[config.mk]
export PLATFORM = sky130hd
export DESIGN_NAME = lsu_dmem_if
export DESIGN_NICKNAME = d
export VERILOG_FILES = /design/src/rtl/riscv_pkg.sv /design/src/rtl/lsu_align.sv /design/src/rtl/lsu_dmem_if.sv
export SDC_FILE = /design/constraint.sdc
export NUM_CORES = 1
export LEC_CHECK = 0
export CORE_MARGIN = 2
export CORE_UTILIZATION = 44
export DETAILED_ROUTE_END_ITERATION = 12
export PLACE_DENSITY_LB_ADDON = 0.05
export SYNTH_ARGS = -nofsm -noshare
export SYNTH_HDL_FRONTEND = slang
export SYNTH_SLANG_ARGS = --single-unit
[constraint.sdc]
create_clock -name clk -period 2.2 [get_ports clk]
set_input_delay 0.44 -clock clk [delete_from_list [all_inputs] [get_ports clk]]
set_output_delay 0.44 -clock clk [all_outputs]
set_load 0.005 [all_outputs]
[src/rtl/riscv_pkg.sv]
// riscv_pkg: shared RV32I load/store encodings, LSU state enum and access-size helpers
package riscv_pkg;
  localparam logic [2:0] LS_B  = 3'b000;
  localparam logic [2:0] LS_H  = 3'b001;
  localparam logic [2:0] LS_W  = 3'b010;
  localparam logic [2:0] LS_BU = 3'b011;
  localparam logic [2:0] LS_HU = 3'b100;
  localparam logic [1:0] SZ_B = 2'd0;
  localparam logic [1:0] SZ_H = 2'd1;
  localparam logic [1:0] SZ_W = 2'd2;
  typedef enum logic [1:0] {ST_IDLE = 2'd0, ST_WAIT = 2'd1, ST_DONE = 2'd2} lsu_state_e;
  // Stores have no unsigned forms, so BU/HU (and undefined codes) fall back to word
  function automatic logic [1:0] ls_size(input logic [2:0] sel, input logic we);
    logic b, h;
    b = sel == LS_B || (!we && sel == LS_BU);
    h = sel == LS_H || (!we && sel == LS_HU);
    return b ? SZ_B : h ? SZ_H : SZ_W;
  endfunction
  function automatic logic ls_misaligned(input logic [2:0] sel, input logic we, input logic [1:0] lo);
    logic [1:0] sz;
    sz = ls_size(sel, we);
    return (sz == SZ_H && lo[0]) || (sz == SZ_W && lo != 2'b00);
  endfunction
endpackage

[src/rtl/lsu_align.sv]
// lsu_align: byte-enable generation, store lane replication, load lane extraction/extension
//   sel_i   LoadStore_Sel of the access    we_i   1 = store
//   lo_i    addr[1:0]                      wdata_i/wdata_o  raw / replicated store data
//   rdata_i memory word                    rdata_o extended load result   be_o byte enables
module lsu_align
  import riscv_pkg::*;
(
  input  logic [2:0]  sel_i,
  input  logic        we_i,
  input  logic [1:0]  lo_i,
  input  logic [31:0] wdata_i,
  input  logic [31:0] rdata_i,
  output logic [3:0]  be_o,
  output logic [31:0] wdata_o,
  output logic [31:0] rdata_o
);
  logic [1:0] sz;
  logic [31:0] sh_b, sh_h;
  logic sx;
  always_comb begin
    sz = ls_size(sel_i, we_i);
    sh_b = rdata_i >> {lo_i, 3'b000};
    sh_h = rdata_i >> {lo_i[1], 4'b0000};
    sx = sel_i == LS_B || sel_i == LS_H;
    be_o = sz == SZ_B ? 4'b0001 << lo_i : sz == SZ_H ? 4'b0011 << {lo_i[1], 1'b0} : 4'b1111;
    wdata_o = sz == SZ_B ? {4{wdata_i[7:0]}} : sz == SZ_H ? {2{wdata_i[15:0]}} : wdata_i;
    rdata_o = sz == SZ_B ? {{24{sx & sh_b[7]}}, sh_b[7:0]} :
              sz == SZ_H ? {{16{sx & sh_h[15]}}, sh_h[15:0]} : rdata_i;
  end
endmodule

[src/rtl/lsu_dmem_if.sv]
// lsu_dmem_if: RV32I load/store unit driving a req/ready data-memory port with pipeline stall
//   controller side: MemRead, MemWrite, WBSel, LoadStore_Sel, addr, wdata -> rdata, rdata_valid, stall, misalign_err
//   memory side:     dmem_req, dmem_we, dmem_addr, dmem_be, dmem_wdata <- dmem_ready, dmem_rdata
//   LSU_MISALIGN_TRAP_EN: misaligned half/word accesses skip memory and pulse misalign_err
module lsu_dmem_if
  import riscv_pkg::*;
#(
  parameter int AW = 32,
  parameter int DW = 32
) (
  input  logic          clk,
  input  logic          rst_n,
  input  logic          MemRead,
  input  logic          MemWrite,
  input  logic [1:0]    WBSel,
  input  logic [2:0]    LoadStore_Sel,
  input  logic [AW-1:0] addr,
  input  logic [DW-1:0] wdata,
  output logic [DW-1:0] rdata,
  output logic          rdata_valid,
  output logic          stall,
  output logic          misalign_err,
  output logic          dmem_req,
  output logic          dmem_we,
  output logic [AW-1:0] dmem_addr,
  output logic [3:0]    dmem_be,
  output logic [DW-1:0] dmem_wdata,
  input  logic          dmem_ready,
  input  logic [DW-1:0] dmem_rdata
);
  lsu_state_e state_q, state_d;
  logic [AW-1:0] addr_q;
  logic [DW-1:0] wdata_q, rdata_q;
  logic [2:0] sel_q;
  logic we_q, rdata_valid_q, misalign_q;
  logic start, take, mis, fill;
  logic [3:0] be;
  logic [DW-1:0] wrep, ext;
`ifdef LSU_MISALIGN_TRAP_EN
  assign mis = ls_misaligned(LoadStore_Sel, MemWrite, addr[1:0]);
`else
  assign mis = 1'b0;
`endif
  // MemRead with non-memory WBSel is a branch/jalr decode, not a load
  always_comb begin
    start = (MemRead && WBSel == 2'b00) || MemWrite;
    take = state_q == ST_IDLE && start;
    fill = state_q == ST_WAIT && dmem_ready && !we_q;
    state_d = take ? (mis ? ST_DONE : ST_WAIT) :
              state_q == ST_WAIT ? (dmem_ready ? ST_DONE : ST_WAIT) : ST_IDLE;
  end
  lsu_align u_align (
    .sel_i  (sel_q),
    .we_i   (we_q),
    .lo_i   (addr_q[1:0]),
    .wdata_i(wdata_q),
    .rdata_i(dmem_rdata),
    .be_o   (be),
    .wdata_o(wrep),
    .rdata_o(ext)
  );
  always_ff @(posedge clk or negedge rst_n)
    if (!rst_n) begin
      state_q       <= ST_IDLE;
      addr_q        <= '0;
      wdata_q       <= '0;
      sel_q         <= LS_B;
      we_q          <= 1'b0;
      rdata_q       <= '0;
      rdata_valid_q <= 1'b0;
      misalign_q    <= 1'b0;
    end else begin
      state_q <= state_d;
      if (take) begin
        addr_q  <= addr;
        wdata_q <= wdata;
        sel_q   <= LoadStore_Sel;
        we_q    <= MemWrite;
      end
      if (fill) rdata_q <= ext;
      rdata_valid_q <= fill;
      misalign_q    <= take && mis;
    end
  // Request is a pure decode of the state register so async reset drops it at once
  assign dmem_req     = state_q == ST_WAIT;
  assign dmem_we      = we_q;
  assign dmem_addr    = {addr_q[AW-1:2], 2'b00};
  assign dmem_be      = dmem_req ? be : 4'b0000;
  assign dmem_wdata   = wrep;
  assign stall        = take || dmem_req;
  assign rdata        = rdata_q;
  assign rdata_valid  = rdata_valid_q;
  assign misalign_err = misalign_q;
endmodule
==> impl_metrics.toml, run 1 <==
[status]
status = "complete, but fails checks"
violations = "negative setup slack"

[die]
die_area_um2 = 12700
die_h_um = 113
core_region_area_um2 = 11500
row_count = 39
die_w_um = 113
io_pins = 211
initial_utilization_pct = 45.3

[yosys]
yosys.area_share.simple_pct = 7.93
synth_flop_cell = "dfrtp_1"
synth_compound_gate_area_share_pct = 10.4
synth_edf_count = 0
synth_area_um2 = 5190
ys_top_cells_by_area = "dfrtp_1, mux2_2, buf_4, mux4_2, nor2_1"
synth.distinct_cells = 36
synth_seq_area_share_pct = 49.6
syn_area_per_cell_um2 = 11.9
synth_most_common_cell = "dfrtp_1"
synth-seq-cells = 103
synth_top_family_by_area = "multiplexers"
netlist_top_cells_count = "dfrtp_1, mux2_2, buf_4, nor2_1, a21oi_1"
yosysWarnings = 0
yosysTopAreaCell = "dfrtp_1"
synth_cells = 437
synth_mux_area_share_pct = 21.9
synthAdderAreaFrac_pct = 0
synth_top_area_share_pct = 49.6
synth_xor_area_share_pct = 0
synthArstFlopShare_pct = 100

[setup_path]
rrSetupSlack_ns = 0.07
crit_type = "register to output pin"
required_ns = 1.76
r2r_start = "sel_q[1]$_DFFE_PN0P_"
end_kind = "output pin"
r2r_cells = 8
cp-start-kind = "register"
cp.arrival_ns = 2.02
worstReg2RegEnd = "rdata[0]$_DFFE_PN0P_"
cp_max_fo = 8

[timing]
fin_crit_ns = 2.46
slew_headroom_pct = 61.7
setup_ws_ns = -0.263
finalSetupViolations = 28
finalMaxSlewViolations = 0
tightest_slew_ns = 0.575
finClkSkew_ns = 0.0104
period_share_pct = 112
timing.hold.ws_ns = 0.117
hold_viol_final = 0
rsz0062_at_grt = "yes"
fmax_ghz = 0.406

[layout]
nets = 741
area_growth_syn_to_layout_pct = 52.9
diodes = 0
utilization_pct = 69.2
post_route_cells_drive_above_1_share_pct = 34.1

[min_path]
hp-class = "input pin to asynchronous set/reset pin"

[place]
numPortBuffers = 207
pre_cts_ws_ns = -0.328
gp_congestion = 0.801
dp.final_hpwl_um = 9720

[clock_tree]
cts_buffers = 9
cts_hold_buf = 0
clockBufferDepth = 2
cts_tree = "yes"
clk_latency_ns = 0.34
clk_pin_slew_ns = 0.07
clock-sinks = 103
h-tree-depth = 3
clock-root-buffer = "clkbuf_16"

[drt]
drt_iter0_drc = 234
num_vias = 4196
dr.pass1.iters = 5
drt_wl_total_um = 14100
ant_nets = 0
via_per_inst = 5.37
drc_errors = 0
wl_per_cell_um = 18.1

[power]
leakagePower_nw = 3.36
vdd_ir_drop_max_mv = 0.916
power.total_mw = 12.6
pwr_density_cell_nw_per_um2 = 1590

[global_routing]
grt_max_degree = 104
track_usage_pct = 22.6
grt_pass1_vias = 4397
grt_pass1_wl_um = 22700
grt.overflow.total = 0
antenna_found_initial = 0

[job]
max_cap_violations = 0
registers in the layout, indices dropped and copies added (netlist names):
signal / flops
dmem_we: 1
rdata_valid: 1
rdata: 32
sel_q: 3
wdata_q: 32
addr_q: 32
state_q: 2
worst max-delay path: stages, from the launching register on:
cell and delay, ns:
dfrtp_1 0.42, buf_6 0.14, or3_4 0.40, nand2_4 0.08, buf_12 0.12, buf_6 0.10, mux2_4 0.29, buf_6 0.12
layer usage:
metal	up-vias	routed length, um	track usage [%]
met5	-	0	0
met4	0	295	7.15
met3	19	1360	8.37
met2	179	6880	37.4
met1	2063	5590	27.4
li1	1935	-	-
how the worst max path moves through the flow:
stage / startpoint / to / cells past startpoint
detailed placement: WBSel[1] / stall / 6
finish: sel_q[0]$_DFFE_PN0P_ / dmem_wdata[20] / 7
CTS: sel_q[1]$_DFFE_PN0P_ / dmem_wdata[20] / 7
global placement: WBSel[1] / stall / 6
floorplan: sel_q[0]$_DFFE_PN0P_ / dmem_wdata[10] / 5
global route: sel_q[1]$_DFFE_PN0P_ / dmem_wdata[20] / 7
final cells by class:
type	instances	area (um2)
well taps	143	179
multi-input cells	256	2260
clock buffers	10	239
flip-flops and latches	103	2580
inverters	5	18.8
fillers	846	3530
repair buffers	260	2590
clock inverters	5	81.3
stage by stage:
| step | area [um2] | TNS [ns] | instances |
|---|---|---|---|
| 2_1_floorplan | 5200 | 0 | 439 |
| 3_3_place_gp | 7260 | -10.88 | 745 |
| 3_5_place_dp | 7260 | -12.79 | 745 |
| 4_1_cts | 7890 | -4.79 | 780 |
| 5_1_grt | 7940 | -6.53 | 782 |
| 6_report | 7940 | -4.25 | 782 |
layout by cell type (no fill, tap or decap), types with 2 or more instances in the layout:
| master | Yosys | routed |
|---|---|---|
| a21oi_1 | 23 | 18 |
| a21o_1 | 3 | 3 |
| nand3_1 | 22 | 22 |
| mux2_2 | 83 | 73 |
| clkdlybuf4s50_1 | 0 | 177 |
| a32oi_1 | 2 | 2 |
| nand2b_1 | 5 | 4 |
| dfrtp_1 | 103 | 102 |
| buf_4 | 47 | 28 |
| nand2_1 | 11 | 10 |
| or3_4 | 0 | 2 |
| a31oi_1 | 16 | 16 |
| mux4_2 | 8 | 8 |
| mux2_4 | 0 | 10 |
| nand2_4 | 0 | 2 |
| buf_6 | 4 | 27 |
| a21oi_4 | 2 | 2 |
| buf_16 | 0 | 2 |
| clkbuf_16 | 0 | 9 |
| a22oi_2 | 0 | 6 |
| a222oi_1 | 8 | 8 |
| mux2i_1 | 2 | 2 |
| buf_2 | 15 | 18 |
| inv_1 | 5 | 5 |
| bufinv_16 | 0 | 2 |
| a21oi_2 | 0 | 5 |
| nor2_1 | 35 | 34 |
| buf_12 | 0 | 7 |
| a221oi_1 | 8 | 8 |
| conb_1 | 1 | 3 |
where the power goes:
group	total [mW]	leakage, nW	internal [mW]	switching, mW
clock	1.72	0.155	1.02	0.700
sequential	3.53	1.19	2.85	0.676
combinational	7.36	2.01	4.53	2.83
total	12.6	3.36	8.41	4.21
what timing repair did:
action | CTS | global route
cloned | 3 | 0
pin swaps | 18 | 22
setup endpoints to repair | 34 | 37
buffers inserted | 20 | 4
resized for setup | 172 | 12
kinds of logic (layout without fill, tap and decap cells):
| kind of cell | Yosys count | count (layout) |
|---|---|---|
| DFF | 103 | 103 |
| muxes | 93 | 93 |
| and+or+nand+nor | 85 | 85 |
| buffers and inverters | 80 | 280 |
| AOI/OAI and AO/OA | 75 | 75 |
| other | 1 | 3 |
Power figures use the tool's default switching activity.
==> run 2: changes to the inputs <==
--- a/config.mk
+++ b/config.mk
@@ -6,6 +6,7 @@
 export NUM_CORES = 1
 export LEC_CHECK = 0
+export ABC_AREA = 1
 export CORE_MARGIN = 2
-export CORE_UTILIZATION = 44
+export CORE_UTILIZATION = 45
 export DETAILED_ROUTE_END_ITERATION = 12
 export PLACE_DENSITY_LB_ADDON = 0.05
==> constraint.sdc (replaced) <==
create_clock -name clk -period 2.2 [get_ports clk]
set_input_delay 0.44 -clock clk [delete_from_list [all_inputs] [get_ports clk]]
set_output_delay 0.44 -clock clk [all_outputs]
set_load 0.05 [all_outputs]
==> run 2 against run 1 <==
  * The flow still finishes with violations (negative setup slack)
  * Via count up 28%
  * Non-clock buffer count down 29
  * Die area up 6.4%
  * Register-to-register slack better by 0.42 ns
  * Sequential share of layout area down 2.0 points
  * Cell count up 42%
  * Sequential power down 3%
  * Critical endpoint is now dmem_wdata[25]
  * Largest cell class unchanged
  * Largest power group unchanged
==> impl_metrics.toml, run 2 <==
[yosys]
yosysTopAreaCell = "dfrtp_1"
netlist_top_cells_count = "nand2_1, dfrtp_1, inv_1, nor2_1, o21ai_0"
synthArstFlopShare_pct = 100
synth_seq_area_share_pct = 45.5
synth_edf_count = 0
synth_most_common_cell = "nand2_1"
synth.distinct_cells = 26
syn_area_per_cell_um2 = 7.35
yosysWarnings = 0
synth_area_um2 = 5660
synth_cells = 771
synth-seq-cells = 103
ys_top_cells_by_area = "dfrtp_1, nand2_1, buf_4, o21ai_0, inv_1"
synth_flop_cell = "dfrtp_1"
synth_top_area_share_pct = 45.5

[global_routing]
grt_pass1_vias = 5413
grt_max_degree = 138
grt_pass1_wl_um = 26400
grt.overflow.total = 0
antenna_found_initial = 0
track_usage_pct = 25.1

[clock_tree]
cts_tree = "yes"
cts_buffers = 9
clock-sinks = 103
h-tree-depth = 3
clk_latency_ns = 0.35
cts_hold_buf = 0
clock-root-buffer = "clkbuf_16"
clockBufferDepth = 2
clk_pin_slew_ns = 0.07

[power]
power.total_mw = 16.2
leakagePower_nw = 4.14
pwr_density_cell_nw_per_um2 = 1920
vdd_ir_drop_max_mv = 1.62

[die]
die_h_um = 116
die_w_um = 116
core_region_area_um2 = 12200
die_area_um2 = 13500
initial_utilization_pct = 46.6
io_pins = 211
row_count = 40

[timing]
fin_crit_ns = 2.28
hold_viol_final = 0
period_share_pct = 104
finalMaxSlewViolations = 0
fmax_ghz = 0.438
finalSetupViolations = 18
tightest_slew_ns = 0.596
slew_headroom_pct = 60.3
setup_ws_ns = -0.0825
rsz0062_at_grt = "yes"
finClkSkew_ns = 0.00775

[drt]
num_vias = 5367
drt_iter0_drc = 355
wl_per_cell_um = 14.6
drt_wl_total_um = 16200
via_per_inst = 4.84
drc_errors = 0
dr.pass1.iters = 5
ant_nets = 0

[layout]
area_growth_syn_to_layout_pct = 49.4
nets = 1041
post_route_cells_drive_above_1_share_pct = 15.9
fin_cells = 1108
layout_common_cells = "nand2_1, clkdlybuf4s50_1, dfrtp_1"
diodes = 0
final_common_cell = "nand2_1"
utilization_pct = 69.6
nFillCells = 1055

[setup_path]
endpoint = "dmem_wdata[25]"
crit_type = "register to output pin"
rrSetupSlack_ns = 0.49
required_ns = 1.76
r2r_cells = 8
end_kind = "output pin"
worstReg2RegEnd = "rdata[30]$_DFFE_PN0P_"
crit_path_start = "sel_q[1]$_DFFE_PN0P_"
cp_max_fo = 14
cp-start-kind = "register"
r2r_start = "addr_q[1]$_DFFE_PN0P_"
cp.arrival_ns = 1.84

[status]
status = "complete, but fails checks"
violations = "negative setup slack"

[min_path]
hp-class = "input pin to asynchronous set/reset pin"

[place]
numPortBuffers = 207
gp_congestion = 0.892
dpl.cell_count = 1087
dp.final_hpwl_um = 12000

[job]
max_cap_violations = 0
[run 2: cell count changes after synthesis, moves of 6 or more]
cell,before,now
a221oi_1,8,0
a222oi_1,8,0
a22oi_1,7,0
a31oi_1,16,0
buf_2,15,22
inv_1,5,76
mux2_2,83,0
mux4_2,8,0
nand2_1,11,273
nand3_1,22,38
nor2_1,35,69
nor2_2,0,22
o211ai_1,1,7
o21ai_0,2,65
[run 2: kinds of logic (layout without fill, tap and decap cells)]
logic type	Yosys count	after routing	synth area share (%)
other	1	3	0.0662
flip-flops	103	103	45.5
AND/OR/NAND/NOR	417	417	31.2
buffers and inverters	159	326	14.8
AO/OA/AOI/OAI	91	91	8.35
[run 2: area by class of cell]
cell class	instances	area, um2	area share (%)
repair buffers	231	2650	31.3
flip-flops and latches	103	2580	30.5
multi-input cells	511	2450	29.0
inverters	79	309	3.65
clock buffers	10	229	2.71
well taps	168	210	2.48
clock inverters	6	36.3	0.429
[run 2: worst min-delay path by stage]
stage / slack (ns) / to / cells after the start / from
after floorplan: 0.14 / addr_q[0]$_DFFE_PN0P_ / 0 / rst_n
after global placement: 0.46 / addr_q[18]$_DFFE_PN0P_ / 2 / addr_q[18]$_DFFE_PN0P_
after detailed placement: 0.47 / addr_q[30]$_DFFE_PN0P_ / 2 / addr_q[30]$_DFFE_PN0P_
after CTS: 0.12 / wdata_q[4]$_DFFE_PN0P_ / 1 / rst_n
after global routing: 0.13 / addr_q[4]$_DFFE_PN0P_ / 1 / rst_n
final: 0.09 / addr_q[4]$_DFFE_PN0P_ / 1 / rst_n
[run 2: through the flow]
step / hold WS (ns) / setup TNS [ns] / instance area [um2] / worst slack (ns)
2_1_floorplan: 0.144 / -0.386 / 5710 / -0.0413
3_3_place_gp: 0.465 / 0 / 7930 / 0.198
3_5_place_dp: 0.472 / 0 / 7930 / 0.196
4_1_cts: 0.120 / -0.843 / 8320 / -0.0927
5_1_grt: 0.131 / -2.31 / 8460 / -0.144
6_report: 0.0875 / -0.531 / 8460 / -0.0825
[run 2: per-layer routing]
| layer | global-route usage (%) | vias up | share of wire (%) |
|---|---|---|---|
| met1 | 30.1 | 2509 | 40 |
| met3 | 6.80 | 24 | 8.1 |
| li1 | - | 2640 | - |
| met5 | 0 | - | 0 |
| met4 | 11.0 | 0 | 2.5 |
| met2 | 42.4 | 194 | 49 |
[run 2: repair_timing]
action / 4_1_cts / 5_1_grt
gates resized for setup: 18 / 43
setup buffers: 5 / 0
pin swaps: 7 / 12
setup endpoints to repair: 28 / 28
hold endpoints to repair: 0 / 0
[run 2: report_power, final]
group          leakage, nW  total (mW)  switching (mW)  internal (mW)
clock network        0.132        1.50           0.731          0.765
logic                 2.77        11.3            7.01           4.31
registers             1.23        3.44           0.631           2.80
total                 4.14        16.2            8.37           7.88
[run 2: critical path, stage by stage, from the launching register on]
cell and delay [ns]:
dfrtp_2 0.45, nand2_1 0.08, nor2_1 0.11, nand2_1 0.10
nand2_4 0.11, buf_8 0.18, nand2_1 0.11, o211ai_1 0.17
buf_12 0.18
==> run 3: changes to the inputs <==
Settings changed: SKIP_LAST_GASP set to 1.
==> run 3 against run 2 <==
  * The run still ends with negative setup slack left
  * Worst hold slack improved by 0.0029 ns
  * Global-route usage did not move
  * Die area did not move
  * Register-to-register slack barely moved
  * Maximum frequency barely moved
  * Count of clock-buffer cells in the layout did not move
  * Via count barely moved
  * Critical path depth did not move
  * Critical path type unchanged
  * Largest cell class unchanged
  * Largest power group unchanged
==> impl_metrics.toml, run 3 (synthesized netlist as in run 2, its figures left out) <==
[drt]
wl_per_cell_um = 14.6
dr.pass1.iters = 4
num_vias = 5366
ant_nets = 0
via_per_inst = 4.84
drt_wl_total_um = 16200
drc_errors = 0
drt_iter0_drc = 362

[setup_path]
crit_slowest_cell = "dfrtp_2"
rrSetupSlack_ns = 0.50
crit_cells = 8
crit_family = "simple AND/OR/NAND/NOR gates"
cp-start-kind = "register"
cp_max_fo = 14
path_cells = "nand2_1 -> nor2_1 -> nand2_1 -> nand2_4 -> buf_8 -> nand2_1 -> o211ai_1 -> buf_12"
path_buf_inv = 2
crit_path_start = "sel_q[1]$_DFFE_PN0P_"
r2r_cells = 8
worstReg2RegEnd = "rdata[30]$_DFFE_PN0P_"
required_ns = 1.76
cp.arrival_ns = 1.84
crit_type = "register to output pin"
r2r_start = "addr_q[1]$_DFFE_PN0P_"
max_stage_delay_ns = 0.45
endpoint = "dmem_wdata[25]"
end_kind = "output pin"
crit_top_cell = "nand2_1"

[clock_tree]
h-tree-depth = 3
cts_tree = "yes"
clk_pin_slew_ns = 0.07
clock-sinks = 103
clk_latency_ns = 0.35
clock-root-buffer = "clkbuf_16"
cts_hold_buf = 0
clockBufferDepth = 2
cts_buffers = 9

[power]
clkPwrFrac_pct = 9.2
power_switching_mw = 8.36
switching_share_pct = 51.5
pwr-share-seq_pct = 21.2
internal_power_mw = 7.87
vdd_ir_drop_max_mv = 1.65
pwr-share-comb_pct = 69.7
pwr_density_cell_nw_per_um2 = 1920
leakagePower_nw = 4.13
power.total_mw = 16.2

[layout]
layout_common_cells = "nand2_1, clkdlybuf4s50_1, dfrtp_1"
final_common_cell = "nand2_1"
utilization_pct = 69.5
diodes = 0
post_route_cells_drive_above_1_share_pct = 15.6
nets = 1041
area_growth_syn_to_layout_pct = 49.3

[global_routing]
grt_pass1_vias = 5413
grt.overflow.total = 0
grt_pass1_wl_um = 26400
track_usage_pct = 25.1
antenna_found_initial = 0
grt_max_degree = 138

[timing]
finClkSkew_ns = 0.00748
finalSetupViolations = 18
fmax_ghz = 0.438
rsz0062_at_grt = "yes"
fin_crit_ns = 2.28
period_share_pct = 104
finalMaxSlewViolations = 0
setup_ws_ns = -0.0844
slew_headroom_pct = 60.2
hold_viol_final = 0
tightest_slew_ns = 0.598

[min_path]
hp-class = "input pin to asynchronous set/reset pin"

[place]
dp.final_hpwl_um = 12000
numPortBuffers = 207
gp_congestion = 0.892

[die]
die_w_um = 116
die_area_um2 = 13500
die_h_um = 116
initial_utilization_pct = 46.6
io_pins = 211
core_region_area_um2 = 12200
row_count = 40

[status]
status = "complete, but fails checks"
violations = "negative setup slack"

[job]
max_cap_violations = 0
==> run 3: cell types whose count changed in the layout (fill, tap and decap cells not counted) <==
cell / before / now
nand2_1: 251 / 253
nand2_2: 16 / 14
==> run 3: routing by layer <==
layer,routed length [um],GRT usage [%],vias up
met4,393,11.0,0
li1,-,-,2640
met1,6400,30.1,2500
met5,0,0,-
met2,7970,42.4,200
met3,1420,6.80,26
==> run 3: how the worst min path moves through the flow <==
stage / from / end / cells past startpoint
after detailed placement: addr_q[30]$_DFFE_PN0P_ / addr_q[30]$_DFFE_PN0P_ / 2
after global placement: addr_q[18]$_DFFE_PN0P_ / addr_q[18]$_DFFE_PN0P_ / 2
after CTS: rst_n / wdata_q[4]$_DFFE_PN0P_ / 1
after floorplan: rst_n / addr_q[0]$_DFFE_PN0P_ / 0
after global routing: rst_n / addr_q[4]$_DFFE_PN0P_ / 1
final: rst_n / addr_q[4]$_DFFE_PN0P_ / 1
==> run 3: worst register-to-register path: stages (launching register included) <==
cell	delay, ns
dfrtp_1	0.38
inv_1	0.36
nand2_1	0.14
nand3_1	0.10
nand2_1	0.10
nand3_4	0.13
nand2_4	0.18
nor2_2	0.16
nor2_2	0.04
==> run 3: cell type report <==
cell class / instances / area [um2]
clock buffer: 10 / 229
timing repair buffer: 231 / 2650
clock inverter: 6 / 36.3
fill: 1056 / 3700
tap: 168 / 210
sequential: 103 / 2580
inverter: 79 / 309
multi-input combinational: 511 / 2450
==> run 3: what timing repair did <==
action,4_1_cts,5_1_grt
setup buffers,5,0
pin swaps,7,12
gates cloned,0,0
resized for setup,18,41
endpoints found under the setup margin,28,28
==> run 3: power by group through the flow <==
stage,clock network (mW),logic (mW),registers (mW)
after floorplan,0,6.09,4.31
after global placement,0,10.7,3.37
after detailed placement,0,10.8,3.41
after CTS,1.51,11.1,3.40
after global routing,1.58,12.0,3.54
final,1.49,11.3,3.43
==> run 3: through the flow <==
stage | instances | hold slack, ns | setup TNS (ns) | area, um2 | setup WS (ns)
4_1_cts | 1108 | 0.120 | -0.843 | 8320 | -0.0927
3_5_place_dp | 1087 | 0.472 | 0 | 7930 | 0.196
2_1_floorplan | 773 | 0.144 | -0.386 | 5710 | -0.0413
5_1_grt | 1108 | 0.131 | -2.31 | 8460 | -0.144
3_3_place_gp | 1087 | 0.465 | 0 | 7930 | 0.198
6_report | 1108 | 0.0905 | -0.545 | 8460 | -0.0844
